`config.mk`:
```
export PLATFORM = sky130hd
export DESIGN_NAME = reset_sequencer
export DESIGN_NICKNAME = d
export VERILOG_FILES = /design/src/rtl/rst_seq_pkg.sv /design/src/rtl/bit_synchronizer.sv /design/src/rtl/reset_sequencer.sv
export SDC_FILE = /design/constraint.sdc
export NUM_CORES = 1
export LEC_CHECK = 0
export ABC_AREA = 0
export CORE_MARGIN = 4
export CORE_UTILIZATION = 56
export CTS_CLUSTER_DIAMETER = 150
export DETAILED_ROUTE_END_ITERATION = 8
export PLACE_DENSITY = 0.83
export SLEW_MARGIN = 40
export SYNTH_ARGS = -nofsm -noshare
export SYNTH_HDL_FRONTEND = slang
export SYNTH_SLANG_ARGS = --single-unit
```
`constraint.sdc`:
```
create_clock -name iclk -period 2.2 [get_ports iclk]
set_clock_uncertainty 0.1 [all_clocks]
set_input_delay 0.33 -clock iclk [delete_from_list [all_inputs] [get_ports iclk]]
set_output_delay 0.33 -clock iclk [all_outputs]
set_load 0.005 [all_outputs]
```
`src/rtl/rst_seq_pkg.sv`:
```
// Shared definitions for the reset sequencer: FSM state encoding and
// lock synchroniser depth.
package rst_seq_pkg;

  localparam int SYNC_DEPTH = 2;

  typedef enum logic [2:0] {
    ST_HOLD      = 3'd0,
    ST_WAIT_LOCK = 3'd1,
    ST_RELEASE   = 3'd2,
    ST_DONE      = 3'd3,
    ST_FAULT     = 3'd4
  } seq_state_e;

endpackage

```
`src/rtl/bit_synchronizer.sv`:
```
// Multi-flop synchroniser for a single asynchronous bit, with a synchronous
// active-low clear that empties the whole chain.
module bit_synchronizer
  import rst_seq_pkg::*;
(
  input  logic iclk,
  input  logic irst_n,
  input  logic async_in,
  output logic sync_out
);

  logic [SYNC_DEPTH-1:0] sync_pipe;

  // Shift the async bit through the chain; clear forces every flop low.
  always_ff @(posedge iclk) begin
    if (!irst_n) sync_pipe <= '0;
    else         sync_pipe <= {sync_pipe[SYNC_DEPTH-2:0], async_in};
  end

  assign sync_out = sync_pipe[SYNC_DEPTH-1];

endmodule

```
`src/rtl/reset_sequencer.sv`:
```
// Reset sequencer: waits for clock-generator lock, then releases NUM_STAGES
// active-low resets in order, STAGE_DELAY cycles apart. Flags a fault if
// lock does not arrive within LOCK_TIMEOUT cycles.
// Optional build macro RSTSEQ_AUTO_RETRY_EN: Fault times out (or sees lock)
// and returns to WaitLock instead of holding until reset.
module reset_sequencer
  import rst_seq_pkg::*;
#(
  parameter int NUM_STAGES   = 4,
  parameter int STAGE_DELAY  = 16,
  parameter int LOCK_TIMEOUT = 200,
  parameter int CNT_W        = 8
)(
  input  logic                  iclk,
  input  logic                  irst_n,
  input  logic                  ilock,
  output logic [NUM_STAGES-1:0] orst_n,
  output logic                  odone,
  output logic                  otimeout
);

  localparam int IDX_W = (NUM_STAGES > 1) ? $clog2(NUM_STAGES) : 1;
  localparam logic [CNT_W-1:0] DLY_LAST = CNT_W'(STAGE_DELAY - 1);
  localparam logic [CNT_W-1:0] TMO_LAST = CNT_W'(LOCK_TIMEOUT - 1);
  localparam logic [IDX_W-1:0] IDX_LAST = IDX_W'(NUM_STAGES - 1);

  seq_state_e            state_q, state_d;
  logic [CNT_W-1:0]      cnt_q, cnt_d;
  logic [IDX_W-1:0]      idx_q, idx_d;
  logic [NUM_STAGES-1:0] rst_q, rst_d;
  logic                  done_q, done_d;
  logic                  tmo_q, tmo_d;
  logic                  lock_s;

  bit_synchronizer u_lock_sync (
    .iclk     (iclk),
    .irst_n   (irst_n),
    .async_in (ilock),
    .sync_out (lock_s)
  );

  // State, counters and output registers; reset wins over everything.
  always_ff @(posedge iclk) begin
    if (!irst_n) begin
      state_q <= ST_HOLD;
      cnt_q   <= '0;
      idx_q   <= '0;
      rst_q   <= '0;
      done_q  <= 1'b0;
      tmo_q   <= 1'b0;
    end else begin
      state_q <= state_d;
      cnt_q   <= cnt_d;
      idx_q   <= idx_d;
      rst_q   <= rst_d;
      done_q  <= done_d;
      tmo_q   <= tmo_d;
    end
  end

  // Next-state and next-output logic.
  always_comb begin
    state_d = state_q;
    cnt_d   = cnt_q;
    idx_d   = idx_q;
    rst_d   = rst_q;
    done_d  = done_q;
    tmo_d   = tmo_q;
    unique case (state_q)
      ST_HOLD: begin
        state_d = ST_WAIT_LOCK;
        cnt_d   = '0;
      end
      ST_WAIT_LOCK: begin
        // Lock beats a timeout landing on the same cycle.
        if (lock_s) begin
          state_d = ST_RELEASE;
          cnt_d   = '0;
          idx_d   = '0;
        end else if (cnt_q == TMO_LAST) begin
          state_d = ST_FAULT;
          cnt_d   = '0;
          tmo_d   = 1'b1;
        end else begin
          cnt_d = cnt_q + CNT_W'(1);
        end
      end
      ST_RELEASE: begin
        if (!lock_s) begin
          // Lock lost: re-assert every stage together, start a new window.
          state_d = ST_WAIT_LOCK;
          cnt_d   = '0;
          idx_d   = '0;
          rst_d   = '0;
          done_d  = 1'b0;
        end else if (cnt_q == DLY_LAST) begin
          rst_d[idx_q] = 1'b1;
          cnt_d        = '0;
          idx_d        = idx_q + IDX_W'(1);
          if (idx_q == IDX_LAST) begin
            state_d = ST_DONE;
            done_d  = 1'b1;
          end
        end else begin
          cnt_d = cnt_q + CNT_W'(1);
        end
      end
      ST_DONE: begin
        if (!lock_s) begin
          state_d = ST_WAIT_LOCK;
          cnt_d   = '0;
          idx_d   = '0;
          rst_d   = '0;
          done_d  = 1'b0;
        end
      end
      ST_FAULT: begin
`ifdef RSTSEQ_AUTO_RETRY_EN
        // Retry after a full timeout period, or at once if lock shows up.
        if (lock_s || (cnt_q == TMO_LAST)) begin
          state_d = ST_WAIT_LOCK;
          cnt_d   = '0;
          tmo_d   = 1'b0;
        end else begin
          cnt_d = cnt_q + CNT_W'(1);
        end
`else
        // Terminal until the board reset is re-applied.
        state_d = ST_FAULT;
`endif
      end
      default: begin
        state_d = ST_HOLD;
        cnt_d   = '0;
        idx_d   = '0;
        rst_d   = '0;
        done_d  = 1'b0;
        tmo_d   = 1'b0;
      end
    endcase
  end

  assign orst_n   = rst_q;
  assign odone    = done_q;
  assign otimeout = tmo_q;

endmodule

```
==> results.rst <==
.. list-table::
   :header-rows: 1

   * - Metric
     - Value
   * - Combinational group share of total power
     - 15.5%
   * - Total Die Area
     - 2760 µm²
   * - Switching Share
     - 27.8%
   * - Die Span X
     - 52.5 µm
   * - Starting density of the core
     - 61.7%
   * - Data arrival time of the worst path
     - 2070 ps
   * - Transition time at the pin with the least slew margin
     - 612 ps
   * - Startpoint type of the worst setup path
     - flip-flop
   * - Detailed Route Iter0 Violations
     - 20
   * - Final count of negative-setup-slack endpoints
     - 0
   * - Antenna-violating nets left
     - 0
   * - Most frequently used cell type in the post-synthesis netlist
     - sky130_fd_sc_hd__dfxtp_1
   * - Portion of the post-synthesis area used by sequential elements
     - 37.8%
   * - Headroom to the max-slew limit
     - 58.8%
   * - Ratio of final minimum period to clock period
     - 87.3%
   * - Kind of critical path
     - reg2reg
   * - Internal power consumption
     - 0.000515 W
   * - Number of enable-type register cells in the synthesized netlist
     - 0
   * - Mapped Avg Cell Area
     - 8.96 µm²
   * - Total net switching power
     - 0.000198 W
   * - Deepest level of the CTS H-tree
     - 1
   * - Fin nets
     - 144
   * - Area of the placeable core
     - 1800 µm²
   * - Cell type with the largest total area after synthesis
     - sky130_fd_sc_hd__dfxtp_1
   * - Detail-routed via count per cell
     - 5.92
   * - Remaining routing DRC violations
     - 0
   * - Gp weighted congestion
     - 0.826
   * - Number of flip-flops and latches in the synthesized netlist
     - 21
   * - Reg2Reg Launch Point
     - cnt_q[0]$_SDFFE_PN0P_
   * - Total CTS buffers
     - 3
   * - Vias after detailed routing
     - 947
   * - Largest cells by area after synthesis
     - sky130_fd_sc_hd__dfxtp_1, sky130_fd_sc_hd__a21oi_1, sky130_fd_sc_hd__ha_1, sky130_fd_sc_hd__a21boi_0, sky130_fd_sc_hd__nand2_1
   * - Fraction of registers with async set/reset
     - 0%
   * - Worst Setup SP
     - cnt_q[0]$_SDFFE_PN0P_
   * - Post-CTS setup repair buffer count
     - 0
   * - Bufs on Longest Clock Path
     - 2
   * - Die height
     - 52.5 µm
   * - IO buf count
     - 8
   * - Final min period
     - 1920 ps
   * - Number of detailed-route iterations in the first pass
     - 4
   * - Row cnt
     - 15
   * - Gates resized, CTS repair
     - 0
   * - Clock transition at the registers of the reported paths
     - 120 ps
   * - Total length of routed wires
     - 2200 µm
   * - Commonest register cell after synthesis
     - sky130_fd_sc_hd__dfxtp_1
   * - Clock latency at the later pin of the worst-skew pair
     - 310 ps
   * - RSZ-0062 raised after global routing
     - false
   * - Run status
     - finished clean
   * - Wire length of the first global-routing pass
     - 3870 µm
   * - Worst-case vdd ir drop
     - 0.000445 V
   * - Via count of the first global-routing pass
     - 869
   * - Hold Path Cell Cnt
     - 1
   * - Static Leak
     - 0.440 nW
   * - Gate count after technology mapping
     - 124
   * - Number of warnings printed during yosys synthesis
     - 0
   * - Average wire per cell in the routed design
     - 13.7 µm
   * - Clock network fraction of total power
     - 26.8%
   * - Worst path required time
     - 2350 ps
   * - Cells on worst reg2reg path
     - 5
   * - Type of the worst min-delay path
     - reg2reg
   * - Post-Route Setup TNS
     - 0 ps
   * - PD cells
     - 574 nW/µm²
   * - Highest clock frequency the design can meet
     - 521 MHz
   * - Max_cap viols
     - 0
   * - Number of inserted filler cells in the final layout
     - 154
   * - Hold Startpoint
     - u_lock_sync.sync_pipe[0]$_SDFF_PN0_
   * - Maximum number of pins on one net before global-route repair
     - 14
   * - Setup crit end kind
     - flip-flop
   * - Clock net sink count
     - 21
   * - Cts-stage hold buffer count
     - 0
   * - Clock tree from TritonCTS
     - done
   * - Largest driver fanout on the critical path
     - 7
   * - Number of antenna violations at the first check in global routing
     - 0
   * - CTS Root Buffer Type
     - sky130_fd_sc_hd__clkbuf_4
   * - Distinct cell type count of the synthesized netlist
     - 35
   * - Finished Core Util
     - 69.0%
   * - HPWL Detailed
     - 1590 µm
   * - Post-Synthesis Net Count
     - 132
   * - Share of layout cells above drive strength 1
     - 8.89%
   * - Final-report hold violation count
     - 0
   * - Part of the power in registers
     - 57.8%
   * - Area share of the largest cell type after synthesis
     - 37.8%
   * - I/O pins
     - 9
   * - Antenna cell count
     - 0
   * - P&R area growth vs syn
     - 11.8%
   * - Post-synthesis instance area
     - 1110 µm²
   * - Overall routing resource usage
     - 18.5%
   * - Sum of overflow across all layers after global routing
     - 0
   * - Top post-synthesis cells by count
     - sky130_fd_sc_hd__dfxtp_1, sky130_fd_sc_hd__a21oi_1, sky130_fd_sc_hd__nand2_1, sky130_fd_sc_hd__nand3_1, sky130_fd_sc_hd__a21boi_0
   * - Number of slew-limit violations in the final report
     - 0
-- per-layer routing --
metal	part of all wire (%)	global-route usage, %
met1	51	26.7
met2	44	27.1
met3	3.1	3.70
met4	2.0	6.38
met5	0	0
-- layout make-up --
class | instances | area, µm² | share of cell area [%]
multi-input cells | 96 | 649 | 52.3
flip-flops and latches | 21 | 420 | 33.8
repair buffers | 11 | 103 | 8.26
well taps | 25 | 31.3 | 2.52
clock buffers | 3 | 22.5 | 1.81
inverters | 3 | 11.3 | 0.906
clock inverters | 1 | 5.00 | 0.403
-- registers in the layout (all words and copies together), names as in the netlist --
| register | count |
|---|---|
| idx_q | 2 |
| orst_n | 4 |
| state_q | 3 |
| cnt_q | 8 |
| otimeout | 1 |
| odone | 1 |
| u_lock_sync.sync_pipe | 2 |
-- kinds of logic (layout without fill, tap and decap cells) --
kind of cell | Yosys count | in the layout | share of synthesized area [%]
AO/OA/AOI/OAI | 39 | 39 | 24.0
adder cells (fa/ha/maj) | 5 | 5 | 5.63
buffers and inverters | 7 | 18 | 3.72
AND/OR/NAND/NOR | 50 | 50 | 27.0
flip-flops | 21 | 21 | 37.8
multiplexers | 2 | 2 | 1.80
-- critical path: stages, from the launching register on --
cell and delay [ps]:
sky130_fd_sc_hd__dfxtp_1 400, sky130_fd_sc_hd__ha_1 250, sky130_fd_sc_hd__nand3_1 230, sky130_fd_sc_hd__o31ai_1 510
sky130_fd_sc_hd__nand3_1 200, sky130_fd_sc_hd__a21oi_1 160
-- cells in the final DEF (no fill, tap or decap), types with 3 or more instances in the layout --
| master | count |
|---|---|
| sky130_fd_sc_hd__buf_4 | 3 |
| sky130_fd_sc_hd__clkdlybuf4s50_1 | 8 |
| sky130_fd_sc_hd__and2_1 | 4 |
| sky130_fd_sc_hd__ha_1 | 5 |
| sky130_fd_sc_hd__clkbuf_4 | 3 |
| sky130_fd_sc_hd__nand3_1 | 8 |
| sky130_fd_sc_hd__inv_1 | 3 |
| sky130_fd_sc_hd__o22ai_1 | 5 |
| sky130_fd_sc_hd__dfxtp_1 | 21 |
| sky130_fd_sc_hd__nand2_1 | 13 |
| sky130_fd_sc_hd__o21ai_0 | 3 |
| sky130_fd_sc_hd__nor3b_1 | 3 |
| sky130_fd_sc_hd__o21a_1 | 3 |
| sky130_fd_sc_hd__nor3_1 | 4 |
| sky130_fd_sc_hd__a21oi_1 | 13 |
| sky130_fd_sc_hd__a21boi_0 | 7 |
| sky130_fd_sc_hd__nor2_1 | 5 |
-- power groups by stage --
stage / Combinational [W] / Sequential (W) / Clock, W
2_1_floorplan: 0.0000857 / 0.000414 / 0
3_3_place_gp: 0.000105 / 0.000419 / 0
3_5_place_dp: 0.000109 / 0.000420 / 0
4_1_cts: 0.000109 / 0.000412 / 0.000190
5_1_grt: 0.000122 / 0.000415 / 0.000204
6_report: 0.000110 / 0.000412 / 0.000191
-- metrics by stage --
step                power [W]  setup WS (ps)  instance area [µm²]  hold WS (ps)  instances
floorplan            0.000500            540                 1110           312        124
global placement     0.000523            410                 1210           316        156
detailed placement   0.000529            353                 1210           333        156
CTS                  0.000711            292                 1240           361        160
global route         0.000741           79.7                 1240           387        160
finish               0.000713            279                 1240           356        160
-- worst paths after layout --
path | endpoint | slack, ps
max | orst_n[3]$_SDFFE_PN0P_ | 280
min | u_lock_sync.sync_pipe[1]$_SDFF_PN0_ | 360
max reg2reg | orst_n[3]$_SDFFE_PN0P_ | 280
min reg2reg | u_lock_sync.sync_pipe[1]$_SDFF_PN0_ | 360
Note: power is estimated with default switching activity, not from simulation.
